$ cat src/rtl/tartaruga_pkg.sv
// Shared tartaruga pipeline types: writeback request, load sizes, writeback FSM states.
// Also holds the lane-extension helper used by the load aligner.
package tartaruga_pkg;

    localparam int CNT_W = 64;

    typedef logic [31:0] bus32_t;
    typedef logic [4:0]  reg_addr_t;

    typedef enum logic [1:0] {
        LS_B = 2'd0,
        LS_H = 2'd1,
        LS_W = 2'd2
    } load_size_t;

    typedef enum logic [1:0] {
        S_IDLE  = 2'd0,
        S_WRITE = 2'd1,
        S_WAIT  = 2'd2
    } wb_state_t;

    typedef struct packed {
        reg_addr_t  rd;
        logic       we;
        logic       is_load;
        load_size_t size;
        logic       is_unsigned;
        logic [1:0] offset;
        bus32_t     result;
    } wb_req_t;

    // Sign- or zero-extend a byte (is_half=0, lane[7:0]) or a halfword lane to a full word.
    function automatic bus32_t extend_lane(input logic [15:0] lane,
                                           input logic        is_half,
                                           input logic        is_unsigned);
        bus32_t ext;
        if (is_half) begin
            ext = {{16{lane[15] & ~is_unsigned}}, lane};
        end else begin
            ext = {{24{lane[7] & ~is_unsigned}}, lane[7:0]};
        end
        return ext;
    endfunction

endpackage

$ cat src/rtl/writeback_stage_load_align.sv
// Combinational load aligner: extracts the addressed byte/half from a word-aligned read,
// extends it, and flags accesses that are not naturally aligned.
module load_align
    import tartaruga_pkg::*;
(
    input  logic [31:0] rdata_i,
    input  logic [1:0]  offset_i,
    input  load_size_t  size_i,
    input  logic        unsigned_i,
    output logic [31:0] data_o,
    output logic        misalign_o
);

    logic [15:0] lane_s;

    // Select the byte or halfword lane addressed by the offset
    always_comb begin
        lane_s = 16'd0;
        case (size_i)
            LS_B: begin
                case (offset_i)
                    2'd0:    lane_s = {8'd0, rdata_i[7:0]};
                    2'd1:    lane_s = {8'd0, rdata_i[15:8]};
                    2'd2:    lane_s = {8'd0, rdata_i[23:16]};
                    default: lane_s = {8'd0, rdata_i[31:24]};
                endcase
            end
            LS_H:    lane_s = offset_i[1] ? rdata_i[31:16] : rdata_i[15:0];
            default: lane_s = 16'd0;
        endcase
    end

    // Extend the lane; an unencoded size is treated as misaligned so it gets dropped
    always_comb begin
        data_o     = 32'd0;
        misalign_o = 1'b0;
        case (size_i)
            LS_B: begin
                data_o     = extend_lane(lane_s, 1'b0, unsigned_i);
                misalign_o = 1'b0;
            end
            LS_H: begin
                data_o     = extend_lane(lane_s, 1'b1, unsigned_i);
                misalign_o = offset_i[0];
            end
            LS_W: begin
                data_o     = rdata_i;
                misalign_o = (offset_i != 2'd0);
            end
            default: begin
                data_o     = 32'd0;
                misalign_o = 1'b1;
            end
        endcase
    end

endmodule

$ cat src/rtl/writeback_stage.sv
// Final pipeline stage: waits for load responses, aligns load data and drives the
// register-file write port one cycle later; keeps retire and load-stall counters.
module writeback_stage #(
    parameter int XLEN  = 32,
    parameter int CNT_W = tartaruga_pkg::CNT_W
) (
    input  logic             clk_i,
    input  logic             rstn_i,
    input  logic             valid_i,
    output logic             ready_o,
    input  logic [4:0]       rd_addr_i,
    input  logic             rd_we_i,
    input  logic [XLEN-1:0]  result_i,
    input  logic             is_load_i,
    input  logic [1:0]       ld_size_i,
    input  logic             ld_unsigned_i,
    input  logic             dmem_rvalid_i,
    input  logic [XLEN-1:0]  dmem_rdata_i,
    output logic [4:0]       addr_rd_o,
    output logic [XLEN-1:0]  data_rd_o,
    output logic             write_enable_o,
    output logic             misalign_o,
    output logic [CNT_W-1:0] instret_o,
    output logic [CNT_W-1:0] ld_stall_o
);
    import tartaruga_pkg::*;

    wb_state_t        state_q, state_d;
    wb_req_t          req_s;
    logic             accept_s;
    logic             in_wait_s;

    logic [1:0]       al_off_s;
    load_size_t       al_size_s;
    logic             al_uns_s;
    logic [31:0]      al_data_s;
    logic             al_mis_s;

    reg_addr_t        pend_rd_q, pend_rd_d;
    load_size_t       pend_size_q, pend_size_d;
    logic             pend_uns_q, pend_uns_d;
    logic [1:0]       pend_off_q, pend_off_d;

    logic             we_q, we_d;
    reg_addr_t        addr_q, addr_d;
    logic [XLEN-1:0]  data_q, data_d;
    logic             mis_q, mis_d;
    logic [CNT_W-1:0] instret_q, instret_d;
    logic [CNT_W-1:0] stall_q, stall_d;

    assign req_s.rd          = rd_addr_i;
    assign req_s.we          = rd_we_i;
    assign req_s.is_load     = is_load_i;
    assign req_s.size        = load_size_t'(ld_size_i);
    assign req_s.is_unsigned = ld_unsigned_i;
    assign req_s.offset      = result_i[1:0];
    assign req_s.result      = result_i;

    // ready depends on state only, so there is no combinational path from valid_i
    assign ready_o   = (state_q != S_WAIT);
    assign accept_s  = valid_i && ready_o;
    assign in_wait_s = (state_q == S_WAIT);

    // One aligner serves both jobs: misalign check at acceptance, data extraction in S_WAIT
    assign al_off_s  = in_wait_s ? pend_off_q  : req_s.offset;
    assign al_size_s = in_wait_s ? pend_size_q : req_s.size;
    assign al_uns_s  = in_wait_s ? pend_uns_q  : req_s.is_unsigned;

    load_align u_load_align (
        .rdata_i    (dmem_rdata_i),
        .offset_i   (al_off_s),
        .size_i     (al_size_s),
        .unsigned_i (al_uns_s),
        .data_o     (al_data_s),
        .misalign_o (al_mis_s)
    );

    // State register
    always_ff @(posedge clk_i or negedge rstn_i) begin
        if (!rstn_i) begin
            state_q <= S_IDLE;
        end else begin
            state_q <= state_d;
        end
    end

    // Next-state logic; a misaligned load is dropped without ever waiting
    always_comb begin
        state_d = state_q;
        case (state_q)
            S_IDLE, S_WRITE: begin
                if (accept_s && req_s.is_load && !al_mis_s) begin
                    state_d = S_WAIT;
                end else if (accept_s) begin
                    state_d = S_WRITE;
                end else begin
                    state_d = S_IDLE;
                end
            end
            S_WAIT: begin
                if (dmem_rvalid_i) begin
                    state_d = S_WRITE;
                end else begin
                    state_d = S_WAIT;
                end
            end
            default: state_d = S_IDLE;
        endcase
    end

    // Output, pending-load and counter next values
    always_comb begin
        we_d        = 1'b0;
        addr_d      = addr_q;
        data_d      = data_q;
        mis_d       = 1'b0;
        instret_d   = instret_q;
        stall_d     = stall_q;
        pend_rd_d   = pend_rd_q;
        pend_size_d = pend_size_q;
        pend_uns_d  = pend_uns_q;
        pend_off_d  = pend_off_q;
        case (state_q)
            S_IDLE, S_WRITE: begin
                if (accept_s && req_s.is_load) begin
                    if (al_mis_s) begin
                        mis_d     = 1'b1;
                        instret_d = instret_q + CNT_W'(1'b1);
                    end else begin
                        pend_rd_d   = req_s.rd;
                        pend_size_d = req_s.size;
                        pend_uns_d  = req_s.is_unsigned;
                        pend_off_d  = req_s.offset;
                    end
                end else if (accept_s) begin
                    we_d      = req_s.we && (req_s.rd != 5'd0);
                    addr_d    = req_s.rd;
                    data_d    = req_s.result;
                    instret_d = instret_q + CNT_W'(1'b1);
                end else begin
                    we_d = 1'b0;
                end
            end
            S_WAIT: begin
                if (dmem_rvalid_i) begin
                    we_d      = (pend_rd_q != 5'd0);
                    addr_d    = pend_rd_q;
                    data_d    = al_data_s;
                    instret_d = instret_q + CNT_W'(1'b1);
                end else begin
                    stall_d = stall_q + CNT_W'(1'b1);
                end
            end
            default: we_d = 1'b0;
        endcase
    end

    // Output, pending-load and counter registers
    always_ff @(posedge clk_i or negedge rstn_i) begin
        if (!rstn_i) begin
            we_q        <= 1'b0;
            addr_q      <= 5'd0;
            data_q      <= '0;
            mis_q       <= 1'b0;
            instret_q   <= '0;
            stall_q     <= '0;
            pend_rd_q   <= 5'd0;
            pend_size_q <= LS_B;
            pend_uns_q  <= 1'b0;
            pend_off_q  <= 2'd0;
        end else begin
            we_q        <= we_d;
            addr_q      <= addr_d;
            data_q      <= data_d;
            mis_q       <= mis_d;
            instret_q   <= instret_d;
            stall_q     <= stall_d;
            pend_rd_q   <= pend_rd_d;
            pend_size_q <= pend_size_d;
            pend_uns_q  <= pend_uns_d;
            pend_off_q  <= pend_off_d;
        end
    end

    assign write_enable_o = we_q;
    assign addr_rd_o      = addr_q;
    assign data_rd_o      = data_q;
    assign misalign_o     = mis_q;
    assign instret_o      = instret_q;
    assign ld_stall_o     = stall_q;

endmodule

$ cat config.mk
export PLATFORM = sky130hd
export DESIGN_NAME = writeback_stage
export DESIGN_NICKNAME = d
export VERILOG_FILES = /design/src/rtl/tartaruga_pkg.sv /design/src/rtl/writeback_stage_load_align.sv /design/src/rtl/writeback_stage.sv
export SDC_FILE = /design/constraint.sdc
export NUM_CORES = 1
export LEC_CHECK = 0
export ABC_CLOCK_PERIOD_IN_PS = 3500
export BUFFER_PORTS_ARGS = -buffer_cell sky130_fd_sc_hd__buf_2
export CAP_MARGIN = 15
export CORE_UTILIZATION = 51
export DETAILED_ROUTE_END_ITERATION = 7
export HOLD_SLACK_MARGIN = 0.12
export PLACE_DENSITY = 0.82
export REMOVE_ABC_BUFFERS = 1
export SETUP_SLACK_MARGIN = 0.1
export SYNTH_ARGS = -nofsm -noshare
export SYNTH_HDL_FRONTEND = slang
export SYNTH_SLANG_ARGS = --single-unit
$ cat constraint.sdc
create_clock -name clk_i -period 3.5 [get_ports clk_i]
set_clock_uncertainty 0.1 [all_clocks]
set_input_delay 0.175 -clock clk_i [delete_from_list [all_inputs] [get_ports clk_i]]
set_output_delay 0.175 -clock clk_i [all_outputs]
set_load 0.02 [all_outputs]
==> qor.csv <==
metric;value;unit
drv_cap;0;
whs_path_depth;4;
hold_viol;0;
core;16800;sq um
netlist.area_leader.share;0.503;
synth_commonest_cells;179 x dfrtp_1, 81 x nand2_1, 80 x xnor2_1;
worstSetupStartpoint;state_q[1]$_DFF_PN0_;
yosysMostFrequentCell;dfrtp_1;
required;3.77;ns
ys.flop_type;dfrtp_1;
rsz0062_at_grt;true;
grt_pass1_vias;8107;
synth_warnings;0;
synthTopCellsByArea;dfrtp_1 50%, xnor2_1 7.9%, xor2_1 4.4%;
ys_types;60;
hold_start;dmem_rdata_i[19];
critPathTopFamily;simple AND/OR/NAND/NOR gates;
cp_max_fo;24;
max_slew_margin;0.315;
reg2reg_from;state_q[1]$_DFF_PN0_;
critPathSlowestCell;nor3_1;
ys_ff_latch;179;
whs;0.144;ns
ff2ff_setup_slack;0.17;ns
cts_sinks;179;
ys_seq_area_frac;0.503;
dp_slack;0.628;ns
yosysTopAreaCell;dfrtp_1;
finalWorstSetupSlack;0.172;ns
r2r-end;data_rd_o[14]$_DFFE_PN0P_;
nets;1264;
rows;47;
die_y;134;um
antenna_found_initial;2;
fmax;301;MHz
worst_ep_arrival_time;3.60;ns
final-setup-viol-count;0;
tightestPinTransition;1.02;ns
cts-root-buf;clkbuf_16;
cp_cell_sequence;nor2b_2 -> inv_6 -> mux2_2 -> nor3_1 -> a221oi_1 -> o22ai_1 -> dlygate4sd3_1;
critPathMaxStageDelay;0.85;ns
met3_usage;0.0767;
htreeDepth;4;
hp-class;in -> reg;
io_pins;246;
endpoint_kind;flop;
insertion_delay;0.44;ns
grt_busiest_layer;met2;
fp.dieW;134;um
crit_buf_inv;2;
min_to;data_rd_o[3]$_DFFE_PN0P_;
dieArea;18000;sq um
ir_drop;0.000358;V
finalCritPeriodShare;0.951;
async_flop_share;1.00;
slew_viol_final;0;
status;complete, no violations;
gp_congestion;0.933;
antenna_left;0;
drive_gt1_frac;0.277;
gr-total-overflow;0;
viasPerCell;5.78;
critPathLaunchType;flop;
tns;0;ns
grtUsageTotal;0.290;
grt_pass1_wl;41.1;mm
start_util;0.529;
p_leak;0.00576;uW
wl;25.7;mm
syn_inst;858;
numCtsBuffers;17;
drt_iter0_drc;568;
area_growth;32.5;%
path_clk_slew;0.07;ns
wl_per_cell;18.1;um
via_count;8204;
p_per_area;491;nW/um^2
cts_tree;built;
grt_max_degree;89;
grt_util_met2;0.476;
synth.avg_cell_area;10.4;sq um
drc_errors;0;
grtUsageMet1;0.367;
worstRegToRegCells;7;
critPathKind;reg -> reg;
synth_edf_count;0;
min_period;3.33;ns
clockBufferDepth;2;
dp_hpwl;17.3;mm
synth_area;8900;sq um
dr.pass1.iters;6;
port_buffers;245;
sequential cells by signal, indices dropped and copies added, names as in the netlist, 2 cells and up:
name and count:
data_rd_o 32, pend_size_q 2, state_q 2, ld_stall_o 64, pend_rd_q 5, addr_rd_o 5
instret_o 64, pend_off_q 2
worst register-to-register path: stages, from the launching register on:
cell,delay (ns)
dfrtp_1,0.43
nor2b_2,0.20
inv_6,0.19
mux2_2,0.46
nor3_1,0.85
a221oi_1,0.27
o22ai_1,0.19
dlygate4sd3_1,0.57
what timing repair did:
item | 4_1_cts | 5_1_grt
endpoints found under the setup margin | 0 | 2
endpoints found under the hold margin | 139 | 0
hold buffers | 83 | 0
buffers inserted | 0 | 3
gates resized for setup | 0 | 1
how the worst max path moves through the flow:
stage                     slack, ns  cells past startpoint                        end
after floorplan                0.12                      5  data_rd_o[23]$_DFFE_PN0P_
after global placement         0.71                      7  data_rd_o[29]$_DFFE_PN0P_
after detailed placement       0.63                      7  data_rd_o[29]$_DFFE_PN0P_
after CTS                      0.26                      8  data_rd_o[12]$_DFFE_PN0P_
after global routing           0.08                      7  data_rd_o[14]$_DFFE_PN0P_
final                          0.17                      7  data_rd_o[14]$_DFFE_PN0P_
kinds of logic (layout without fill, tap and decap cells):
kind of cell	count (synthesis)	after routing	share of synthesized area
DFF	179	179	0.503
and+or+nand+nor	333	333	0.201
xor gates and xnor gates	125	125	0.123
muxes	24	24	0.0335
adders and majority gates	2	2	0.00281
buffers and inverters	57	396	0.0280
other	0	2	0
AOI/OAI and AO/OA	138	138	0.109
per-stage QoR:
step / instance area (sq um) / std cells / utilization / total power, uW
finish: 11800 / 1419 / 0.701 / 5790
global route: 11800 / 1419 / 0.701 / 6030
CTS: 11800 / 1414 / 0.699 / 5790
detailed placement: 10400 / 1299 / 0.616 / 3740
global placement: 10400 / 1299 / 0.616 / 3710
floorplan: 8740 / 824 / - / 3250
cell type report:
cell class,instances,area (sq um)
fillers,1217,5030
flip-flops and latches,179,4480
multi-input cells,622,4190
repair buffers,341,2170
clock buffers,19,433
well taps,220,275
clock inverters,13,144
inverters,23,91.3
diodes,2,5.00
cell usage in the layout (no fill, tap or decap), drive strengths merged, types with 11 or more instances in the layout:
cell	Yosys	layout
buf	11	258
dfrtp	179	179
dlygate4sd3	0	83
nand2	81	81
xnor2	80	80
nor3	49	49
nor2	46	46
xor2	45	45
nand3	40	40
a21oi	39	39
inv	23	30
and3	29	29
nand4	27	27
a22oi	19	19
clkbuf	23	19
mux2	16	16
o21ai	15	15
a221oi	14	14
o31ai	14	14
and4	11	11
layer usage:
| layer | part of all wire | routed length, um |
|---|---|---|
| met3 | 0.093 | 2390 |
| met5 | 0 | 0 |
| met2 | 0.48 | 12300 |
| met4 | 0.027 | 690 |
| met1 | 0.40 | 10300 |
power by group:
part	internal (uW)	switching, uW	leakage [uW]	total (uW)
registers	2300	200	0.00231	2500
clock network	1010	880	0.000283	1890
logic	589	811	0.00317	1400
Note: power is estimated with default switching activity, not from simulation.
